File: src/rtl/cpu_ctrl_pkg.sv
// Shared types and widths for the CPU pipeline control blocks.
package cpu_ctrl_pkg;
  localparam int REG_ADDR_W = 4;

  typedef enum logic [2:0] {
    RUN,
    MEM_WAIT,
    INT_DRAIN,
    INT_ENTER,
    INT_ACTIVE
  } hz_state_t;
endpackage

File: src/rtl/mem_watchdog.sv
// Counts consecutive data-memory busy cycles and emits one pulse when the
// limit is reached; the count saturates until busy drops.
module mem_watchdog #(
  parameter int unsigned MEM_TIMEOUT = 64
) (
  input  logic clk,
  input  logic rst_n,
  input  logic i_busy,
  output logic o_timeout
);
  localparam logic [7:0] LP_LIMIT = 8'(MEM_TIMEOUT);
  localparam logic [7:0] LP_PULSE = 8'(MEM_TIMEOUT - 1);

  logic [7:0] r_cnt;

  always_ff @(posedge clk or negedge rst_n) begin
    if (!rst_n) begin
      r_cnt <= 8'd0;
    end else if (!i_busy) begin
      r_cnt <= 8'd0;
    end else if (r_cnt != LP_LIMIT) begin
      r_cnt <= r_cnt + 8'd1;
    end
  end

  // Pulse on the busy cycle that takes the count to the limit.
  assign o_timeout = i_busy && (r_cnt == LP_PULSE);
endmodule

File: src/rtl/pipe_hazard_ctrl.sv
// Pipeline sequencer: stall/flush generation for load-use, branch redirect,
// data-memory wait and interrupt entry, plus a memory-wait watchdog.
//
// state      | meaning
// RUN        | normal flow; branch/load-use handling; interrupts accepted
// MEM_WAIT   | dmem busy, whole pipe held; r_ret_state resumes afterwards
// INT_DRAIN  | PC held, IF/ID flushed while front end empties
// INT_ENTER  | one cycle interrupt injection and acknowledge
// INT_ACTIVE | as RUN but interrupts masked until returni reaches EX
module pipe_hazard_ctrl
  import cpu_ctrl_pkg::*;
#(
  parameter int unsigned DRAIN_CYCLES = 3,
  parameter int unsigned MEM_TIMEOUT  = 64
) (
  input  logic                  clk,
  input  logic                  rst_n,
  input  logic [REG_ADDR_W-1:0] id_rs1,
  input  logic [REG_ADDR_W-1:0] id_rs2,
  input  logic                  id_rs1_used,
  input  logic                  id_rs2_used,
  input  logic [REG_ADDR_W-1:0] ex_reg_dst,
  input  logic                  ex_reg_wr,
  input  logic                  ex_wb_sel,
  input  logic                  branch_taken,
  input  logic                  returni_ex,
  input  logic                  dmem_busy,
  input  logic                  interrupt_req,
  output logic                  stall_pc,
  output logic                  stall_if_id,
  output logic                  flush_if_id,
  output logic                  stall_id_ex,
  output logic                  flush_id_ex,
  output logic                  stall_ex_mem,
  output logic                  int_inject,
  output logic                  int_ack,
  output logic                  mem_timeout
);
  hz_state_t  r_state, r_ret_state;
  hz_state_t  w_state_nxt, w_ret_nxt, w_eff_state;
  logic [3:0] r_drain_cnt, w_drain_nxt;
  logic       w_lu, w_timeout;
  logic       w_stall_pc, w_stall_if_id, w_flush_if_id, w_stall_id_ex;
  logic       w_flush_id_ex, w_stall_ex_mem, w_int_inject, w_int_ack;

  assign w_lu = ex_reg_wr && ex_wb_sel &&
                ((id_rs1_used && (id_rs1 == ex_reg_dst)) ||
                 (id_rs2_used && (id_rs2 == ex_reg_dst)));

  // Once busy drops, the saved state takes effect in the same cycle.
  assign w_eff_state = (r_state == MEM_WAIT) ? r_ret_state : r_state;

  always_ff @(posedge clk or negedge rst_n) begin
    if (!rst_n) begin
      r_state     <= RUN;
      r_ret_state <= RUN;
      r_drain_cnt <= 4'd0;
    end else begin
      r_state     <= w_state_nxt;
      r_ret_state <= w_ret_nxt;
      r_drain_cnt <= w_drain_nxt;
    end
  end

  always_comb begin
    w_state_nxt    = r_state;
    w_ret_nxt      = r_ret_state;
    w_drain_nxt    = r_drain_cnt;
    w_stall_pc     = 1'b0;
    w_stall_if_id  = 1'b0;
    w_flush_if_id  = 1'b0;
    w_stall_id_ex  = 1'b0;
    w_flush_id_ex  = 1'b0;
    w_stall_ex_mem = 1'b0;
    w_int_inject   = 1'b0;
    w_int_ack      = 1'b0;
    if (dmem_busy) begin
      w_stall_pc     = 1'b1;
      w_stall_if_id  = 1'b1;
      w_stall_id_ex  = 1'b1;
      w_stall_ex_mem = 1'b1;
      w_state_nxt    = MEM_WAIT;
      w_ret_nxt      = w_eff_state;
    end else begin
      w_state_nxt = w_eff_state;
      case (w_eff_state)
        RUN, INT_ACTIVE: begin
          if (branch_taken) begin
            w_flush_if_id = 1'b1;
            w_flush_id_ex = 1'b1;
          end else if (w_lu) begin
            w_stall_pc    = 1'b1;
            w_stall_if_id = 1'b1;
            w_flush_id_ex = 1'b1;
          end else if ((w_eff_state == RUN) && interrupt_req) begin
            w_state_nxt = INT_DRAIN;
            w_drain_nxt = 4'(DRAIN_CYCLES);
          end
          if ((w_eff_state == INT_ACTIVE) && returni_ex) begin
            w_state_nxt = RUN;
          end
        end
        INT_DRAIN: begin
          w_stall_pc    = 1'b1;
          w_flush_if_id = 1'b1;
          w_flush_id_ex = branch_taken;
          if (r_drain_cnt <= 4'd1) begin
            w_state_nxt = INT_ENTER;
            w_drain_nxt = 4'd0;
          end else begin
            w_drain_nxt = r_drain_cnt - 4'd1;
          end
        end
        INT_ENTER: begin
          w_stall_pc    = 1'b1;
          w_flush_if_id = 1'b1;
          w_int_inject  = 1'b1;
          w_int_ack     = 1'b1;
          w_state_nxt   = INT_ACTIVE;
        end
        default: begin
          w_state_nxt = RUN;
        end
      endcase
    end
  end

  mem_watchdog #(
    .MEM_TIMEOUT(MEM_TIMEOUT)
  ) u_mem_watchdog (
    .clk      (clk),
    .rst_n    (rst_n),
    .i_busy   (dmem_busy),
    .o_timeout(w_timeout)
  );

  // Outputs are forced low while reset is asserted, whatever the inputs.
  assign stall_pc     = rst_n && w_stall_pc;
  assign stall_if_id  = rst_n && w_stall_if_id;
  assign flush_if_id  = rst_n && w_flush_if_id;
  assign stall_id_ex  = rst_n && w_stall_id_ex;
  assign flush_id_ex  = rst_n && w_flush_id_ex;
  assign stall_ex_mem = rst_n && w_stall_ex_mem;
  assign int_inject   = rst_n && w_int_inject;
  assign int_ack      = rst_n && w_int_ack;
  assign mem_timeout  = rst_n && w_timeout;
endmodule

File: config.mk
export PLATFORM = sky130hd
export DESIGN_NAME = pipe_hazard_ctrl
export DESIGN_NICKNAME = d
export VERILOG_FILES = /design/src/rtl/cpu_ctrl_pkg.sv /design/src/rtl/mem_watchdog.sv /design/src/rtl/pipe_hazard_ctrl.sv
export SDC_FILE = /design/constraint.sdc
export NUM_CORES = 1
export LEC_CHECK = 0
export BUFFER_PORTS_ARGS = -buffer_cell sky130_fd_sc_hd__buf_4
export CORE_ASPECT_RATIO = 1.4
export CORE_MARGIN = 5
export CORE_UTILIZATION = 40
export DETAILED_ROUTE_END_ITERATION = 16
export GPL_TIMING_DRIVEN = 1
export HOLD_SLACK_MARGIN = 0.06
export PLACE_DENSITY_LB_ADDON = 0.3
export SLEW_MARGIN = 15
export SYNTH_ARGS = -nofsm -noshare
export SYNTH_HDL_FRONTEND = slang
export SYNTH_SLANG_ARGS = --single-unit
File: constraint.sdc
create_clock -name clk -period 2 [get_ports clk]
set_input_delay 0.4 -clock clk [delete_from_list [all_inputs] [get_ports clk]]
set_output_delay 0.4 -clock clk [all_outputs]
set_load 0.01 [all_outputs]
==> metrics.cfg <==
[status]
outcome = finished with violations
violations = setup timing

[critical_path]
path_max_fanout = 2
reg2reg_from = r_ret_state[1]$_DFFE_PN0P_
crit_start = r_ret_state[1]$_DFFE_PN0P_
rr_worst_depth = 8
critPathKind = flop to output pin
critPathCaptureType = output pin
worstPathRequired_ns = 1.60
r2r_end = r_drain_cnt[1]$_DFFE_PN0P_
start_kind = flop
reg2reg_slack_ns = 0.17
crit_arrival_ns = 1.73

[floorplan]
io_pins = 31
die_w_um = 56.0
die_area_um2 = 4170
die_h_um = 74.5
core_um2 = 2850
start_util_pct = 41.7
row_count = 23

[sta]
maxSlewViolCount = 0
skew_ns = 0.00626
fin_tns_setup_ns = -0.276
rsz0062_at_grt = true
report.final.setup_viol = 3
max_clock_freq_mhz = 471
max-slew-margin-rel_pct = 71.0
hold_violations = 0
period_share_pct = 106
min_period_ns = 2.13
worst_pin_slew_ns = 0.432
setup_slack_ns = -0.125

[pwr]
vdd_drop_max_mv = 0.502
p_int_mw = 0.957
switching_share_pct = 35.4
p_switching_mw = 0.525
p_comb_share_pct = 44.9
clock_power_share_pct = 20.3
power_density_nw_per_um2 = 909
pwr-share-seq_pct = 34.8
power.leakage_nw = 0.761
power.total_mw = 1.48

[placement]
place_congestion = 0.846
placed_cell_area_um2 = 1500
io_buffers = 30
hpwl_um = 2350
place_inst = 206
pre_cts_ws_ns = -0.0775

[clock_network]
clkLatencyLatePin_ns = 0.25
cts_made_buffers = 3
cts_tree = built
cts_root_buffer = clkbuf_8
cts.clk_slew.worst_paths_ns = 0.07
cts_htree_levels = 1
numClockSinks = 18
cts_buffer_depth = 2

[synth]
syn_nets = 161
ys_seq_area_share_pct = 37.9
syn-instance-count = 135
syn_area_per_cell_um2 = 8.80
synth_area_leaders = dfrtp_1 38%, xor2_1 8.1%, o21ai_0 5.1%, nor2_1 5.1%, ha_1 4.2%
netlist.area_leader.share_pct = 37.9
synthArstFlopShare_pct = 100
synth_edf_count = 0
synth_flop_cell = dfrtp_1
yosysWarnings = 0
synth_top_cell_by_area = dfrtp_1
ys_ff_latch = 18
synth.cell_area_um2 = 1190
yosysUniqueCellTypes = 34

[flow_run]
cap_violations = 0

[layout]
seqCellArea_um2 = 450
multi_input_area_um2 = 712
layout-drive-gt1-share_pct = 32.4
diodes = 0
layout_commonest_cell = buf_4
design_area_um2 = 1630
layout.nets = 206
stdcell_count = 216
final_cell_mix = 43 x buf_4, 18 x dfrtp_1, 16 x nor2_1
areaGrowthSynthToFinish_pct = 37.3
num-fill-cells = 247

[drt]
first_iter_violations = 24
avgViaCountPerCell = 5.33
first_pass_iters = 4
avgRoutedWirePerCell_um = 13.6
drt_wl_total_um = 2950
routed-via-count = 1152
ant_nets = 0
drcViolationCount = 0

[grt]
track_usage_pct = 14.6
antenna_found_initial = 0
grt_overflow = 0
grt_max_degree = 12
grt_pass1_vias = 1162
grt_pass1_wl_um = 4950

[hold_path]
holdCritPathClass = input port to asynchronous set/reset pin

==> through the flow <==
stage | hold slack [ns] | utilization [%]
global route | 0.118 | 57.2
global placement | 0.233 | 52.5
floorplan | 0.104 | -
detailed placement | 0.237 | 52.5
finish | 0.100 | 57.2
CTS | 0.108 | 55.3
==> power groups by stage <==
| stage | clock network (mW) | registers, mW | logic (mW) |
|---|---|---|---|
| after floorplan | 0 | 0.504 | 0.403 |
| after global placement | 0 | 0.517 | 0.567 |
| after detailed placement | 0 | 0.523 | 0.590 |
| after CTS | 0.306 | 0.514 | 0.612 |
| after global routing | 0.320 | 0.529 | 0.743 |
| final | 0.301 | 0.516 | 0.665 |
==> logic make-up (layout without fill, tap and decap cells) <==
kind of cell | Yosys count | in the layout | synth area share (%)
XOR/XNOR | 15 | 15 | 11.1
adder cells (fa/ha/maj) | 4 | 4 | 4.22
buffers and inverters | 13 | 57 | 4.74
multiplexers | 4 | 4 | 3.37
flip-flops | 18 | 18 | 37.9
AO/OA/AOI/OAI | 31 | 31 | 16.5
AND/OR/NAND/NOR | 50 | 50 | 22.1
==> layer usage <==
| metal | vias to the layer above | routed length, um | global-route usage [%] |
|---|---|---|---|
| met5 | - | 0 | 0 |
| met4 | 0 | 21 | 2.11 |
| met3 | 4 | 180 | 3.13 |
| met2 | 40 | 1590 | 27.7 |
| met1 | 546 | 1160 | 17.2 |
| li1 | 562 | - | - |
==> synthesized netlist by cell type (all sizes together) (2+ instances only) <==
cell type / n
nor2b: 2
and3: 2
inv: 9
nand3b: 2
xnor2: 4
a22oi: 2
dfrtp: 18
mux2i: 4
or3: 2
o21ai: 13
buf: 2
nor2: 16
xor2: 11
a31oi: 2
clkbuf: 2
nand2: 6
nand3: 5
nor4: 4
a21oi: 9
nor3: 6
nand4: 2
ha: 4
==> layout make-up <==
class,count,share of cell area (%)
Inverter,9,2.07
Clock buffer,4,3.38
Tap cell,37,2.84
Multi-Input combinational cell,104,43.7
Sequential cell,18,27.6
Timing Repair Buffer,44,20.4
==> flip-flops by register name (all words and copies together), names as in the netlist <==
name / count
r_state: 3
r_ret_state: 3
r_drain_cnt: 4
u_mem_watchdog.r_cnt: 8
==> critical path, cell delays in order (launching register included) <==
cell,delay (ns)
dfrtp_1,0.38
or3_4,0.40
a21oi_4,0.14
nor2b_4,0.15
o21ai_2,0.07
a31oi_1,0.19
buf_4,0.15
==> repair_timing <==
| action | CTS | global route |
|---|---|---|
| setup endpoints to repair | 4 | 7 |
| cloned | 0 | 0 |
| endpoints found under the hold margin | 7 | 0 |
| pin swaps | 6 | 4 |
| resized for setup | 1 | 8 |
| hold buffers | 1 | 0 |
| setup buffers | 2 | 3 |
==> worst max path at each step <==
stage / endpoint
6_report: stall_pc
5_1_grt: flush_id_ex
4_1_cts: stall_pc
3_5_place_dp: stall_pc
3_3_place_gp: stall_pc
2_1_floorplan: stall_pc
Note: power is estimated with default switching activity, not from simulation.
